<file path="src/rtl/syscall_controller_if.sv">
// CPU-side syscall bus: instruction decode flags in, stall enable and system input value out.
// master = CPU core, slave = syscall_controller.
interface syscall_controller_if #(
  parameter int OP_W = 2
);
  logic            syscall;
  logic [OP_W-1:0] sys_op;
  logic            halt;
  logic [31:0]     sys_out;
  logic            cpu_en;
  logic [31:0]     sys_in;

  // No valid/ready pair: the CPU presents a decoded instruction every cycle and
  // treats cpu_en=0 as "not ready"; the instruction is held until cpu_en returns to 1.
  modport master (
    output syscall, sys_op, halt, sys_out,
    input  cpu_en, sys_in
  );

  modport slave (
    input  syscall, sys_op, halt, sys_out,
    output cpu_en, sys_in
  );
endinterface

</file>
<file path="src/rtl/syscall_controller.sv">
// Syscall controller: stalls the CPU for switch input, drives a print display, latches halt.
// Optional input-wait timeout compiled in with `define SYSCTL_INPUT_TIMEOUT_EN.
module syscall_controller #(
  parameter int              OP_W           = 2,
  parameter logic [OP_W-1:0] OP_READ        = OP_W'(1),
  parameter logic [OP_W-1:0] OP_PRINT       = OP_W'(2),
  parameter logic [31:0]     TIMEOUT_CYCLES = 32'd50_000_000
) (
  input  logic                  clk,
  input  logic                  rst,
  syscall_controller_if.slave   cpu,
  input  logic [31:0]           sw_data,
  input  logic                  confirm_btn,
  output logic [31:0]           disp_data,
  output logic                  disp_valid,
  output logic                  waiting_input,
  output logic                  halted,
  output logic [31:0]           retired,
  output logic                  timeout_flag,
  output logic [1:0]            dbg_state
);

  typedef enum logic [1:0] {
    RUN     = 2'd0,
    WAIT_IN = 2'd1,
    LOAD    = 2'd2,
    HALT    = 2'd3
  } state_e;

  state_e      state_q, state_d;
  logic        sync1_q, sync2_q, sync3_q;
  logic        btn_edge;
  logic [31:0] sys_in_q, sys_in_d;
  logic [31:0] disp_data_q, disp_data_d;
  logic        disp_valid_q, disp_valid_d;
  logic [31:0] retired_q, retired_d;
  logic        cpu_en_c;

`ifdef SYSCTL_INPUT_TIMEOUT_EN
  logic [31:0] tmo_cnt_q, tmo_cnt_d;
  logic        timeout_q, timeout_d;
`endif

  // sync3 is a history flop so a held button produces a single edge.
  assign btn_edge = sync2_q & ~sync3_q;

  always_comb begin
    state_d      = state_q;
    sys_in_d     = sys_in_q;
    disp_data_d  = disp_data_q;
    disp_valid_d = 1'b0;
    cpu_en_c     = 1'b0;
`ifdef SYSCTL_INPUT_TIMEOUT_EN
    tmo_cnt_d    = tmo_cnt_q;
    timeout_d    = timeout_q;
`endif
    case (state_q)
      RUN: begin
        cpu_en_c = 1'b1;
        if (cpu.halt) begin
          cpu_en_c = 1'b0;
          state_d  = HALT;
        end else if (cpu.syscall && cpu.sys_op == OP_READ) begin
          cpu_en_c = 1'b0;
          state_d  = WAIT_IN;
`ifdef SYSCTL_INPUT_TIMEOUT_EN
          tmo_cnt_d = '0;
`endif
        end else if (cpu.syscall && cpu.sys_op == OP_PRINT) begin
          disp_data_d  = cpu.sys_out;
          disp_valid_d = 1'b1;
        end
      end
      WAIT_IN: begin
        // A button edge beats a timeout landing in the same cycle.
        if (btn_edge) begin
          sys_in_d = sw_data;
          state_d  = LOAD;
        end
`ifdef SYSCTL_INPUT_TIMEOUT_EN
        else if (tmo_cnt_q == TIMEOUT_CYCLES - 32'd1) begin
          sys_in_d  = '0;
          timeout_d = 1'b1;
          state_d   = LOAD;
        end else begin
          tmo_cnt_d = tmo_cnt_q + 32'd1;
        end
`endif
      end
      LOAD: begin
        cpu_en_c = 1'b1;
        state_d  = RUN;
      end
      HALT: begin
        state_d = HALT;
      end
      default: state_d = RUN;
    endcase
    // The CPU's own synchronous reset needs an enabled clock to take effect.
    if (rst) cpu_en_c = 1'b1;
    retired_d = cpu_en_c ? retired_q + 32'd1 : retired_q;
  end

  always_ff @(posedge clk) begin
    if (rst) begin
      state_q      <= RUN;
      sync1_q      <= 1'b0;
      sync2_q      <= 1'b0;
      sync3_q      <= 1'b0;
      sys_in_q     <= '0;
      disp_data_q  <= '0;
      disp_valid_q <= 1'b0;
      retired_q    <= '0;
`ifdef SYSCTL_INPUT_TIMEOUT_EN
      tmo_cnt_q    <= '0;
      timeout_q    <= 1'b0;
`endif
    end else begin
      state_q      <= state_d;
      sync1_q      <= confirm_btn;
      sync2_q      <= sync1_q;
      sync3_q      <= sync2_q;
      sys_in_q     <= sys_in_d;
      disp_data_q  <= disp_data_d;
      disp_valid_q <= disp_valid_d;
      retired_q    <= retired_d;
`ifdef SYSCTL_INPUT_TIMEOUT_EN
      tmo_cnt_q    <= tmo_cnt_d;
      timeout_q    <= timeout_d;
`endif
    end
  end

`ifdef SYSCTL_INPUT_TIMEOUT_EN
  assign timeout_flag = timeout_q;
`else
  logic unused_timeout;
  assign unused_timeout = ^TIMEOUT_CYCLES;
  assign timeout_flag   = 1'b0;
`endif

  assign cpu.cpu_en    = cpu_en_c;
  assign cpu.sys_in    = sys_in_q;
  assign disp_data     = disp_data_q;
  assign disp_valid    = disp_valid_q;
  assign retired       = retired_q;
  assign waiting_input = (state_q == WAIT_IN);
  assign halted        = (state_q == HALT);
  assign dbg_state     = state_q;

endmodule

</file>
<file path="src/flat_wrapper.sv">
// flat-port wrapper written by rule: the top's interface ports become plain ports
module syscall_controller_flat 
#(
  parameter int              OP_W           = 2,
  parameter logic [OP_W-1:0] OP_READ        = OP_W'(1),
  parameter logic [OP_W-1:0] OP_PRINT       = OP_W'(2),
  parameter logic [31:0]     TIMEOUT_CYCLES = 32'd50_000_000
)
  (clk, rst, sw_data, confirm_btn, disp_data, disp_valid, waiting_input, halted, retired, timeout_flag, dbg_state, cpu_syscall, cpu_sys_op, cpu_halt, cpu_sys_out, cpu_cpu_en, cpu_sys_in);
  syscall_controller_if #(.OP_W(OP_W)) cpu_i ();
  input  logic clk;
  input  logic rst;
  input  logic [31:0] sw_data;
  input  logic confirm_btn;
  output logic [31:0] disp_data;
  output logic disp_valid;
  output logic waiting_input;
  output logic halted;
  output logic [31:0] retired;
  output logic timeout_flag;
  output logic [1:0] dbg_state;
  input wire logic [$bits(cpu_i.syscall)-1:0] cpu_syscall;
  input wire logic [$bits(cpu_i.sys_op)-1:0] cpu_sys_op;
  input wire logic [$bits(cpu_i.halt)-1:0] cpu_halt;
  input wire logic [$bits(cpu_i.sys_out)-1:0] cpu_sys_out;
  output wire logic [$bits(cpu_i.cpu_en)-1:0] cpu_cpu_en;
  output wire logic [$bits(cpu_i.sys_in)-1:0] cpu_sys_in;
  assign cpu_i.syscall = cpu_syscall;
  assign cpu_i.sys_op = cpu_sys_op;
  assign cpu_i.halt = cpu_halt;
  assign cpu_i.sys_out = cpu_sys_out;
  assign cpu_cpu_en = cpu_i.cpu_en;
  assign cpu_sys_in = cpu_i.sys_in;
  syscall_controller #(.OP_W(OP_W), .OP_READ(OP_READ), .OP_PRINT(OP_PRINT), .TIMEOUT_CYCLES(TIMEOUT_CYCLES)) u_core (.clk(clk), .rst(rst), .cpu(cpu_i), .sw_data(sw_data), .confirm_btn(confirm_btn), .disp_data(disp_data), .disp_valid(disp_valid), .waiting_input(waiting_input), .halted(halted), .retired(retired), .timeout_flag(timeout_flag), .dbg_state(dbg_state));
endmodule
</file>
<file path="config.mk">
export PLATFORM = sky130hd
export DESIGN_NAME = syscall_controller_flat
export DESIGN_NICKNAME = d
export VERILOG_FILES = /design/src/rtl/syscall_controller_if.sv /design/src/rtl/syscall_controller.sv /design/src/flat_wrapper.sv
export SDC_FILE = /design/constraint.sdc
export NUM_CORES = 1
export LEC_CHECK = 0
export BUFFER_PORTS_ARGS = -buffer_cell sky130_fd_sc_hd__clkbuf_2
export CAP_MARGIN = 20
export CORE_ASPECT_RATIO = 0.75
export CORE_MARGIN = 3
export CORE_UTILIZATION = 30
export DETAILED_ROUTE_END_ITERATION = 16
export PLACE_DENSITY = 0.54
export SLEW_MARGIN = 20
export SYNTH_ARGS = -nofsm -noshare
export SYNTH_HDL_FRONTEND = slang
export SYNTH_SLANG_ARGS = --single-unit
</file>
<file path="constraint.sdc">
create_clock -name clk -period 3.5 [get_ports clk]
set_clock_uncertainty 0.2 [all_clocks]
set_input_delay 0.175 -clock clk [delete_from_list [all_inputs] [get_ports clk]]
set_output_delay 0.175 -clock clk [all_outputs]
set_load 0.03 [all_outputs]
</file>
==> impl_results.md <==
- Number of warnings printed during yosys synthesis: 0
- Worst setup timing slack at the placement stage: 0.773 ns
- Gate count of the mapped netlist: 499
- Type of origin of the critical path: flip-flop
- Met1 layer usage reported by global route: 0.195
- Total via count after detailed routing: 4132
- Maximum Capacitance Violations: 0
- Cell area after layout: 5940 sq um
- Arrival time reported for the critical path endpoint: 2.81 ns
- Power Dens Cells: 451 nW/um^2
- Post-synth net total: 575
- Starting Density: 0.317
- Total number of placement rows: 35
- Number of nets with antenna violations after routing: 0
- Worst vdd ir: 0.000240 V
- Number of antenna violations at the first check in global routing: 0
- DRC violation count after routing: 0
- Worst slew margin: 0.493
- Clock tree sinks: 102
- Multi-input gate area in the final layout: 1830 sq um
- Count of flip-flops with a built-in enable after synthesis: 0
- Worst setup EP type: flip-flop
- Final Hold Fails: 0
- Ys async rst share: 0
- Detailed Routing Iterations Pass 1: 4
- Mean instance size in the synthesized netlist: 8.05 sq um
- Met2 GRT Util: 0.269
- Cell types with the largest area share after synthesis: dfxtp_1, nand2_1, a21oi_1
- CP required: 3.57 ns
- Combinational power share: 0.181
- Hpwl dp: 8350 um
- Number of fill cells: 1238
- Crit-path cells: inv_1, ha_1, nand2b_1, a21oi_2, nand4_1, or4_1, a21oi_1
- Final period util: 0.785
- Ratio of cells with drive above 1 in the final layout: 0.280
- Synth area leader: dfxtp_1
- CP max FO: 14
- Sum of routed wire length over all layers: 12100 um
- Setup TNS Final: 0 ns
- Switching power total: 0.773 mW
- Pint: 1.91 mW
- Highest-utilization routing layer at the global route stage: met2
- Sequential power share: 0.463
- Clk Latency, worst-skew pair: 0.33 ns
- Setup-failing EPs final: 0
- Max stage delay cell, worst path: or4_1
- Post-CTS Hold Fix Bufs: 65
- Cell area after placement: 5000 sq um
- Number of buffer and inverter instances along the worst setup path: 1
- Sequential area share after synthesis: 0.508
- Number of distinct standard cells referenced by the synthesized netlist: 36
- Worst-path clk slew: 0.07 ns
- Cell Area, Synth: 4020 sq um
- Number of instances resized during post-cts repair: 0
- Type of the tightest min-delay check: in2reg
- Worst hold endpoint: u_core.dbg_state[1]
- Final global-route overflow total: 0
- Cell depth of the worst flop-to-flop path: 7
- Number of buffers created by CTS: 9
- Sw Ratio: 0.288
- Actual transition at the worst max-transition pin: 0.761 ns
- TritonCTS clock tree: yes
- Worst hold slack: 0.137 ns
- RSZ-0062 raised after global routing: no
- Via count of the first global-routing pass: 4078
- Post-route setup slack: 0.751 ns
- Number of DRC markers after the initial detailed-route iteration: 279
- Startpoint of the worst-slack reg-to-reg timing path: u_core.dbg_state[0]
- Nets: 795
- Worst R2R End: u_core.retired[30]
- Global-route wire length before repair: 20000 um
- Top cell type's share of synthesized area: 0.508
- Critical path class: reg2reg
- Placer Congestion: 0.774
- Grt met3 use: 0.0616
- Top delay family on crit path: simple AND/OR/NAND/NOR gates
- Routed wire length per instance: 13.5 um
- Layout-stage area growth over the synthesis result: 47.8%
- Input/output buffers: 172
- Achievable Freq: 364 MHz
- Delay of the slowest critical-path stage: 0.62 ns
- Chip Width: 140 um
- Pins Over Slew Limit: 0
- # Post-CTS Setup Buffers: 0
- Number of top-level pins: 174
- Startpoint of the most critical hold path: cpu_halt
- Detail-routed via count per cell: 4.64
- Antenna Cells: 0
- Fin crit period: 2.75 ns
- Overall Global Routing Usage: 0.163
- Area occupied by registers: 2040 sq um
- Vertical extent of the die: 106 um
- Hold path cells: 4
- Die ar.: 14800 sq um
- Leakage: 2.44 nW
- Clock root buffer: clkbuf_16
- Status: complete, no violations
- Most frequently used flop master after synthesis: dfxtp_1
- Final Core Density: 0.469
- Bufs on Longest Clock Path: 2
- R2R setup slack: 0.75 ns
- CTS H-tree lvls: 3
- Number of flip-flops and latches in the synthesized netlist: 102
- Core ar.: 12700 sq um
- Fraction of power consumed by the clock network: 0.356
- Largest net degree at the start of global routing: 68
synth_stat cells (all sizes together), types with 7 or more instances:
cell    number
a21oi       84
clkbuf      28
dfxtp      102
nand2      139
nand3        7
nand4       17
nor2        25
o21ai       10
or3         13
xor2        10
tightest hold or removal path: cells and delay by family:
family,cells,cell delay [ns]
AOI/OAI and AO/OA,1,0.09
buffers and inverters,1,0.10
and+or+nand+nor,2,0.27
sequential cells by signal (all words and copies together) (netlist names):
| signal | count |
|---|---|
| u_core.disp_valid | 1 |
| u_core.sync2_q | 1 |
| u_core.cpu.sys_in | 32 |
| u_core.dbg_state | 2 |
| u_core.sync3_q | 1 |
| u_core.disp_data | 32 |
| u_core.sync1_q | 1 |
| u_core.retired | 32 |
worst max-delay path by stage:
stage	startpoint	end	slack [ns]	cells past startpoint
3_5_place_dp	u_core.dbg_state[0]	u_core.retired[30]	0.77	7
5_1_grt	u_core.dbg_state[0]	u_core.retired[30]	0.43	7
6_report	u_core.dbg_state[0]	u_core.retired[30]	0.75	7
4_1_cts	u_core.dbg_state[0]	u_core.retired[30]	0.76	7
2_1_floorplan	u_core.dbg_state[1]	u_core.retired[31]	1.27	8
3_3_place_gp	u_core.dbg_state[0]	u_core.retired[30]	0.90	7
metrics by stage:
step | instances | total power [mW]
3_3_place_gp | 809 | 1.69
6_report | 890 | 2.68
2_1_floorplan | 499 | 1.55
3_5_place_dp | 809 | 1.70
5_1_grt | 890 | 2.82
4_1_cts | 890 | 2.72
power groups by stage:
stage               logic (mW)  clock network (mW)  registers [mW]
floorplan                0.199                   0            1.35
global placement         0.421                   0            1.26
detailed placement       0.428                   0            1.27
CTS                      0.487               0.991            1.24
global route             0.536                1.04            1.25
finish                   0.484               0.954            1.24
layout by cell type, fill, tap and decap left out, types with 2 or more instances in the layout:
master | synthesis | routed
clkinv_2 | 0 | 2
nand3_1 | 6 | 6
dlygate4sd3_1 | 0 | 65
nand2b_1 | 4 | 4
nor2_1 | 25 | 24
clkbuf_16 | 0 | 9
xor2_1 | 10 | 10
nand2_1 | 139 | 139
or3_1 | 11 | 11
nand4_1 | 16 | 16
dfxtp_1 | 102 | 102
or4_1 | 6 | 6
clkinvlp_4 | 0 | 2
nor2b_1 | 6 | 6
o21ai_1 | 2 | 2
nor3_1 | 5 | 4
ha_1 | 5 | 5
xnor2_1 | 4 | 4
or3_4 | 2 | 2
buf_4 | 1 | 6
inv_1 | 6 | 6
clkbuf_2 | 0 | 171
o31ai_1 | 6 | 6
or2_2 | 2 | 2
o21ai_0 | 8 | 8
clkbuf_8 | 0 | 2
nor3_2 | 1 | 2
and3_1 | 4 | 4
a21oi_1 | 83 | 83
and2_1 | 3 | 3
per-layer routing:
| metal | share of wire | up-vias |
|---|---|---|
| met2 | 0.47 | 132 |
| met4 | 0.023 | 0 |
| met3 | 0.075 | 20 |
| li1 | - | 2105 |
| met1 | 0.43 | 1875 |
| met5 | 0 | - |
area by class of cell:
| type | instances | area share |
|---|---|---|
| flip-flops and latches | 102 | 0.344 |
| multi-input cells | 358 | 0.308 |
| repair buffers | 242 | 0.261 |
| inverters | 6 | 0.00379 |
| clock inverters | 5 | 0.00569 |
| clock buffers | 11 | 0.0426 |
| well taps | 166 | 0.0350 |
cells by family after synthesis:
| group | count (synthesis) | share of synthesized area |
|---|---|---|
| AOI/OAI and AO/OA | 102 | 0.133 |
| xor gates and xnor gates | 14 | 0.0305 |
| and+or+nand+nor | 234 | 0.268 |
| muxes | 2 | 0.00530 |
| other | 1 | 0.000934 |
| buffers and inverters | 39 | 0.0386 |
| DFF | 102 | 0.508 |
| adders and majority gates | 5 | 0.0156 |
No activity file was read; power rests on OpenSTA's default activity.
